===== src/rtl/mem_wb_pkg.sv =====
// Shared definitions for the MEM/WB pipeline register: stall-vector bit positions and per-edge action decode.
// Pure combinational helpers; no state lives here.
package mem_wb_pkg;

  localparam int STALL_W   = 6;
  localparam int STALL_MEM = 3;
  localparam int STALL_WB  = 4;

  typedef enum logic [1:0] {
    ACT_HOLD   = 2'd0,
    ACT_BUBBLE = 2'd1,
    ACT_LOAD   = 2'd2
  } wb_act_e;

  // Priority: flush, then mem-stall (bubble if wb runs, hold if wb stalls), then capture.
  // A mem-side capture of an empty slot is also a bubble.
  function automatic wb_act_e wb_action(input logic [STALL_W-1:0] stall,
                                        input logic               flush,
                                        input logic               mem_valid);
    wb_act_e act;
    if (flush)
      act = ACT_BUBBLE;
    else if (stall[STALL_MEM] && !stall[STALL_WB])
      act = ACT_BUBBLE;
    else if (stall[STALL_MEM])
      act = ACT_HOLD;
    else if (!mem_valid)
      act = ACT_BUBBLE;
    else
      act = ACT_LOAD;
    return act;
  endfunction

endpackage


===== src/rtl/mem_wb_sat_counter.sv =====
// Saturating up-counter with synchronous clear (clear beats increment).
// Latency 1 cycle; no backpressure, sticks at all-ones.
module sat_counter #(
  parameter int W = 32
) (
  input  logic         clk,
  input  logic         rst_n,
  input  logic         clr,
  input  logic         inc,
  output logic [W-1:0] count
);

  logic [W-1:0] cnt_q, cnt_d;

  always_comb begin
    cnt_d = cnt_q;
    if (clr)
      cnt_d = '0;
    else if (inc && (cnt_q != {W{1'b1}}))
      cnt_d = cnt_q + {{(W-1){1'b0}}, 1'b1};
  end

  always_ff @(posedge clk or negedge rst_n) begin
    if (!rst_n)
      cnt_q <= '0;
    else
      cnt_q <= cnt_d;
  end

  assign count = cnt_q;

endmodule


===== src/rtl/mem_wb.sv =====
// MEM->WB pipeline register with $0 write suppression plus retire/bubble perf counters.
// Latency 1 cycle; backpressure via stall vector: mem-stall bubbles, mem+wb stall holds, flush bubbles.
module mem_wb
  import mem_wb_pkg::*;
#(
  parameter int DATA_W = 32,
  parameter int ADDR_W = 5,
  parameter int CNT_W  = 32
) (
  input  logic               clk,
  input  logic               rst_n,
  input  logic [STALL_W-1:0] stall,
  input  logic               flush,
  input  logic               cnt_clr,
  input  logic               mem_valid,
  input  logic [DATA_W-1:0]  mem_result,
  input  logic [ADDR_W-1:0]  mem_waddr,
  input  logic               mem_we,
  input  logic               mem_whilo,
  input  logic [DATA_W-1:0]  mem_hi,
  input  logic [DATA_W-1:0]  mem_lo,
  output logic               wb_valid,
  output logic [DATA_W-1:0]  wb_result,
  output logic [ADDR_W-1:0]  wb_waddr,
  output logic               wb_we,
  output logic               wb_whilo,
  output logic [DATA_W-1:0]  wb_hi,
  output logic [DATA_W-1:0]  wb_lo,
  output logic [CNT_W-1:0]   retire_cnt,
  output logic [CNT_W-1:0]   bubble_cnt
);

  typedef struct packed {
    logic              valid;
    logic              we;
    logic              whilo;
    logic [ADDR_W-1:0] waddr;
    logic [DATA_W-1:0] result;
    logic [DATA_W-1:0] hi;
    logic [DATA_W-1:0] lo;
  } wb_t;

  wb_t     wb_q, wb_d;
  wb_act_e act;
  logic    retire_inc;
  logic    bubble_inc;

  always_comb begin
    act  = wb_action(stall, flush, mem_valid);
    wb_d = wb_q;
    case (act)
      ACT_BUBBLE: wb_d = '0;
      ACT_LOAD: begin
        wb_d.valid  = 1'b1;
        // $0 is hardwired zero: keep the address for visibility but never write it.
        wb_d.we     = mem_we && (mem_waddr != '0);
        wb_d.whilo  = mem_whilo;
        wb_d.waddr  = mem_waddr;
        wb_d.result = mem_result;
        wb_d.hi     = mem_hi;
        wb_d.lo     = mem_lo;
      end
      default: wb_d = wb_q;
    endcase
    retire_inc = (act == ACT_LOAD);
    bubble_inc = (act == ACT_BUBBLE);
  end

  always_ff @(posedge clk or negedge rst_n) begin
    if (!rst_n)
      wb_q <= '0;
    else
      wb_q <= wb_d;
  end

  assign wb_valid  = wb_q.valid;
  assign wb_we     = wb_q.we;
  assign wb_whilo  = wb_q.whilo;
  assign wb_waddr  = wb_q.waddr;
  assign wb_result = wb_q.result;
  assign wb_hi     = wb_q.hi;
  assign wb_lo     = wb_q.lo;

  sat_counter #(.W(CNT_W)) u_retire_cnt (
    .clk   (clk),
    .rst_n (rst_n),
    .clr   (cnt_clr),
    .inc   (retire_inc),
    .count (retire_cnt)
  );

  sat_counter #(.W(CNT_W)) u_bubble_cnt (
    .clk   (clk),
    .rst_n (rst_n),
    .clr   (cnt_clr),
    .inc   (bubble_inc),
    .count (bubble_cnt)
  );

endmodule

===== config.mk =====
export PLATFORM = sky130hd
export DESIGN_NAME = mem_wb
export DESIGN_NICKNAME = d
export VERILOG_FILES = /design/src/rtl/mem_wb_pkg.sv /design/src/rtl/mem_wb_sat_counter.sv /design/src/rtl/mem_wb.sv
export SDC_FILE = /design/constraint.sdc
export NUM_CORES = 1
export LEC_CHECK = 0
export CAP_MARGIN = 10
export CORE_ASPECT_RATIO = 1.5
export CORE_MARGIN = 5
export CORE_UTILIZATION = 45
export DETAILED_ROUTE_END_ITERATION = 16
export PLACE_DENSITY_LB_ADDON = 0.1
export SKIP_CTS_REPAIR_TIMING = 1
export SLEW_MARGIN = 25
export SYNTH_ARGS = -nofsm -noshare
export SYNTH_HDL_FRONTEND = slang
export SYNTH_HIERARCHICAL = 1
export SYNTH_SLANG_ARGS = --single-unit

===== constraint.sdc =====
create_clock -name clk -period 2.5 [get_ports clk]
set_input_delay 0.5 -clock clk [delete_from_list [all_inputs] [get_ports clk]]
set_output_delay 0.5 -clock clk [all_outputs]
set_load 0.02 [all_outputs]

==> results of run 1 <==
[per-stage QoR]
step                      hold slack (ps)  worst slack (ps)
after floorplan                       204              24.8
after global placement                462              -453
after detailed placement              471              -503
after CTS                            18.1             -60.6
after global routing                 41.0              1.70
final                                21.9              29.7
[Yosys cell counts, drive strengths merged]
library cell	number	share of area, %
nand2	228	11
dfrtp	168	54
o21ai	111	7.1
nor2	52	2.5
buf	32	2.1
nand3	26	1.8
a21oi	23	1.5
xnor2	20	2.2
and3	16	1.4
clkbuf	16	0.76
inv	16	0.76
nand4	14	1.3
nor4	14	1.8
mux2	13	2.0
nor2b	12	0.96
a211oi	10	0.96
or3	10	0.80
nor3	8	0.51
or4	7	0.72
a21o	6	0.57
and2	6	0.48
o31ai	6	0.57
xor2	6	0.67
ha	5	0.80
nand2b	5	0.40
a31o	4	0.45
a31oi	4	0.70
a41oi	2	0.22
and4	2	0.22
and4bb	2	0.32
mux2i	2	0.25
nand3b	2	0.19
nand4b	2	0.22
o211a	2	0.25
o211ai	1	0.16
or2	1	0.080
[final timing paths]
path | endpoint
min | u_bubble_cnt/count[15]
max | u_retire_cnt/count[31]
max reg2reg | u_retire_cnt/count[6]
max in group asynchronous | wb_hi[20]
min in group clk | u_bubble_cnt/count[26]
min reg2reg | wb_result[22]
[cell families (layout without fill, tap and decap cells)]
| family | count (synthesis) | in the layout | share of synthesized area [%] |
|---|---|---|---|
| compound gates | 169 | 170 | 12.4 |
| xor+xnor | 26 | 26 | 2.90 |
| fa+ha+maj | 5 | 5 | 0.796 |
| buf+inv | 64 | 363 | 3.60 |
| flops | 168 | 168 | 53.5 |
| mux | 15 | 15 | 2.21 |
| simple gates | 407 | 407 | 24.5 |
[registers in the layout, indices dropped and copies added, names as in the netlist]
register            count
wb_we                   1
u_retire_cnt/count     32
wb_valid                1
wb_hi                  32
u_bubble_cnt/count     32
wb_result              32
wb_whilo                1
wb_lo                  32
wb_waddr                5
[routing by layer]
layer  vias to the layer above  global-route usage [%]  share of wire [%]
li1                       3486                       -                  -
met1                      3413                    25.8                 38
met2                       229                    37.3                 51
met3                        43                    7.40                8.1
met4                         0                    10.1                3.4
met5                         -                       0                  0
[critical path, delay by kind of cell]
kind,cells,cell delay [ps]
buffers and inverters,2,490
multiplexers,1,360
AO/OA/AOI/OAI,1,270
AND/OR/NAND/NOR,5,990
adder cells (fa/ha/maj),1,160
[area by class of cell]
cell class,count,area share (%)
Multi-Input combinational cell,623,29.6
Timing Repair Buffer,315,27.1
Clock buffer,19,3.69
Tap cell,213,2.27
Clock inverter,13,1.01
Sequential cell,168,35.8
Inverter,16,0.512
[power breakdown]
part           switching, mW  total, mW  internal (mW)
Sequential            0.0209       2.77           2.75
Clock                   1.14       2.52           1.38
Combinational          0.288      0.581          0.292
==> run_results.csv, run 1 <==
group,metric,value,unit
place,detailed_place_hpwl,16800,um
global_routing,antenna_found_initial,0,
die,die_x,118,um
finish,fill_cells,1434,
route,dr.pass1.iters,5,
global_routing,grt_max_degree,71,
setup_path,cp.arrival,2770,ps
finish,final_cells,1367,
cts,ctsLongestPathBuffers,2,
timing,hold_violations,0,
timing,min_period_over_period,98.8,%
place,postPlaceCellArea,0.0111,mm^2
route,wl_per_cell,17.0,um
setup_path,crit_path_end_kind,"register",
yosys,synth_nets,973,
setup_path,start_kind,"input port",
place,place_inst,1334,
finish,layout_common_cells,"clkdlybuf4s50_1 (275), nand2_1 (228), dfrtp_1 (168), o21ai_0 (97), nor2_1 (52)",
global_routing,first_global_vias,7021,
power,power,5.87,mW
timing,tightestPinTransition,705,ps
finish,fin_util,67.9,%
die,core_area,0.0173,mm^2
global_routing,grt_pass1_wl,36500,um
cts,cts_num_sinks,168,
setup_path,reg2reg_slack,270,ps
die,num_io_pins,282,
yosys,synthesis.area,0.00786,mm^2
timing,setup_violations,0,
route,drc,0,
yosys,ys_ff_latch,168,
place,port_buffers,277,
die,die_y,172,um
timing,rsz0062_at_grt,"no",
worst_hold_path,min_path_type,"in2async",
global_routing,gr-total-overflow,0,
setup_path,crit_fanout,6,
yosys,syn_avg_cell_area,9.20,um^2
setup_path,r2r_cells,8,
finish,fin_area,0.0117,mm^2
timing,skew,8.91,ps
setup_path,startpoint,"stall[3]",
cts,clock_latency,420,ps
cts,clk_pin_slew,70,ps
finish,diodes,0,
timing,setup_tns,0,ps
yosys,yosysWarnings,6,
yosys,synth-seq-area-share,53.5,%
setup_path,cp_slowest_cell,"clkdlybuf4s50_1",
route,viasPerCell,5.25,
setup_path,crit_chain,"clkdlybuf4s50_1 > nand2b_4 > or2_4 > inv_2 > ha_2 > and3_4 > nand4_1 > a21o_4 > nor4_2 > mux2_2",
power,ir_drop,0.372,mV
cts,cts-root-buf,"clkbuf_16",
finish,final_nets,1260,
power,p_leak,4.74,nW
setup_path,path_class,"in2reg",
timing,min_period,2470,ps
finish,area_growth,49.4,%
cts,htreeDepth,4,
finish,final_common_cell,"clkdlybuf4s50_1",
finish,drive_gt1_share,10.7,%
cts,numCtsBuffers,17,
cts,tritoncts,"yes",
place,gp_congestion,0.825,
global_routing,grt_usage,22.2,%
power,p_per_area,500,mW/mm^2
setup_path,r2r_start,"u_retire_cnt/count[0]",
route,vias,7171,
route,drtAntennaViolNets,0,
route,dr.first_iter.drc_count,433,
setup_path,cpPeakStageDelay,430,ps
yosys,synth_cells,854,
timing,relSlewSlack,52.6,%
timing,slew_violations,0,
route,totalWireLength,23200,um
run,maxCapViolations,0,
die,start_util,45.5,%
finish,multi_input_area,0.00347,mm^2
finish,ff_latch_area,0.00420,mm^2
status,outcome,"finished clean",
setup_path,critPathRequiredTime,2800,ps
die,die-area,0.0203,mm^2
timing,max_freq,0.405,GHz
yosys,synthDistinctLibCells,47,
die,rows,59,
(Power assumes the default switching activity.)
==> inputs of run 2 (changes only) <==
REMOVE_ABC_BUFFERS = 1   (was default)
==> run 2 against run 1 <==
  * Final area rose by 0.90%
  * Global-route usage decreased by 0.80 points
  * Cell count is essentially flat
  * Largest power group unchanged
==> run_results.csv, run 2 (same netlist as run 1, synthesis figures left out) <==
group,metric,value,unit
timing,hold_violations,0,
power,ir_drop,0.363,mV
setup_path,path_class,"in2reg",
timing,rsz0062_at_grt,"no",
global_routing,first_global_vias,6781,
power,power,5.94,mW
die,num_io_pins,282,
place,gp_congestion,0.811,
power,seqPwrFrac,46.6,%
global_routing,grt_usage,21.4,%
power,pwr-share-clk,43.8,%
route,dr.first_iter.drc_count,426,
setup_path,crit_fanout,8,
global_routing,grt_max_degree,68,
timing,min_period,2430,ps
finish,fin_util,68.6,%
power,p_leak,4.85,nW
cts,clk_pin_slew,70,ps
finish,layout_common_cells,"clkdlybuf4s50_1 (273), nand2_1 (228), dfrtp_1 (168), o21ai_0 (97), nor2_1 (52)",
timing,slew_violations,0,
worst_hold_path,min_path_type,"in2async",
die,die_x,118,um
die,core_area,0.0173,mm^2
die,start_util,45.5,%
finish,final_common_cell,"clkdlybuf4s50_1",
setup_path,r2r_cells,6,
cts,htreeDepth,4,
timing,min_period_over_period,97.0,%
cts,cts-root-buf,"clkbuf_16",
route,dr.pass1.iters,4,
power,p_per_area,502,mW/mm^2
route,totalWireLength,22500,um
finish,diodes,0,
run,maxCapViolations,0,
setup_path,start_kind,"input port",
status,outcome,"finished clean",
route,wl_per_cell,16.5,um
route,viasPerCell,5.17,
die,die_y,172,um
timing,max_freq,0.412,GHz
cts,ctsLongestPathBuffers,2,
setup_path,critPathRequiredTime,2810,ps
global_routing,grt_pass1_wl,35000,um
route,drc,0,
route,vias,7068,
global_routing,gr-total-overflow,0,
finish,area_growth,50.8,%
timing,relSlewSlack,48.6,%
timing,whs,70.3,ps
global_routing,antenna_found_initial,0,
timing,skew,13.3,ps
timing,tightestPinTransition,765,ps
die,rows,59,
cts,clock_latency,420,ps
power,power.switching,1.38,mW
place,detailed_place_hpwl,16100,um
setup_path,crit_path_end_kind,"register",
power,switching_share,23.2,%
setup_path,reg2reg_slack,190,ps
setup_path,cp.arrival,2730,ps
place,port_buffers,277,
cts,tritoncts,"yes",
finish,fill_cells,1428,
route,drtAntennaViolNets,0,
power,intPower,4.56,mW
cts,numCtsBuffers,17,
timing,setup_tns,0,ps
timing,setup_violations,0,
die,die-area,0.0203,mm^2
cts,cts_num_sinks,168,
power,pwr-share-comb,9.6,%
finish,final_nets,1260,
finish,drive_gt1_share,10.9,%
-- run 2: per-layer routing --
metal	part of all wire (%)	wire length [um]	up-vias	track usage (%)
met5	0	0	-	0
met4	2.3	522	0	7.53
met3	5.9	1320	34	6.35
met2	53	12000	187	38.1
met1	38	8640	3364	24.5
li1	-	-	3483	-
-- run 2: worst max-delay path: stages --
cell,delay [ps]
clkdlybuf4s50_1,440
or2_2,330
inv_2,60
ha_2,170
and3_4,180
nand4_1,130
a21o_4,280
nor4_4,280
mux2_2,360
-- run 2: final cells by class --
cell class              count  area, um^2  area share, %
inverters                  16        60.1          0.507
flip-flops and latches    168        4200           35.5
clock buffers              21         460           3.89
repair buffers            314        3200           27.0
well taps                 213         267           2.25
clock inverters            10         119           1.00
multi-input cells         624        3530           29.8
-- run 2: power by group through the flow --
stage          sequential, mW  combinational (mW)  clock, mW
3_3_place_gp             2.82               0.572          0
5_1_grt                  2.77               0.624       2.78
4_1_cts                  2.77               0.579       2.67
3_5_place_dp             2.82               0.575          0
2_1_floorplan            2.85               0.125          0
6_report                 2.77               0.572       2.60
-- run 2: per-stage QoR --
| stage | cells | cell area, um^2 | worst slack (ps) |
|---|---|---|---|
| final | 1366 | 11800 | 74.1 |
| after floorplan | 806 | 7630 | -1820 |
| after CTS | 1364 | 11700 | -195 |
| after detailed placement | 1333 | 11100 | -617 |
| after global routing | 1366 | 11800 | 19.4 |
| after global placement | 1333 | 11100 | -525 |
-- run 2: worst paths after layout --
path | from | end
hold reg to reg | wb_lo[10] | wb_lo[10]
min in group clk | cnt_clr | u_bubble_cnt/count[30]
max in group asynchronous | rst_n | wb_hi[11]
hold / removal | rst_n | wb_lo[0]
setup reg to reg | u_bubble_cnt/count[0] | u_bubble_cnt/count[3]
setup / recovery | flush | u_retire_cnt/count[31]
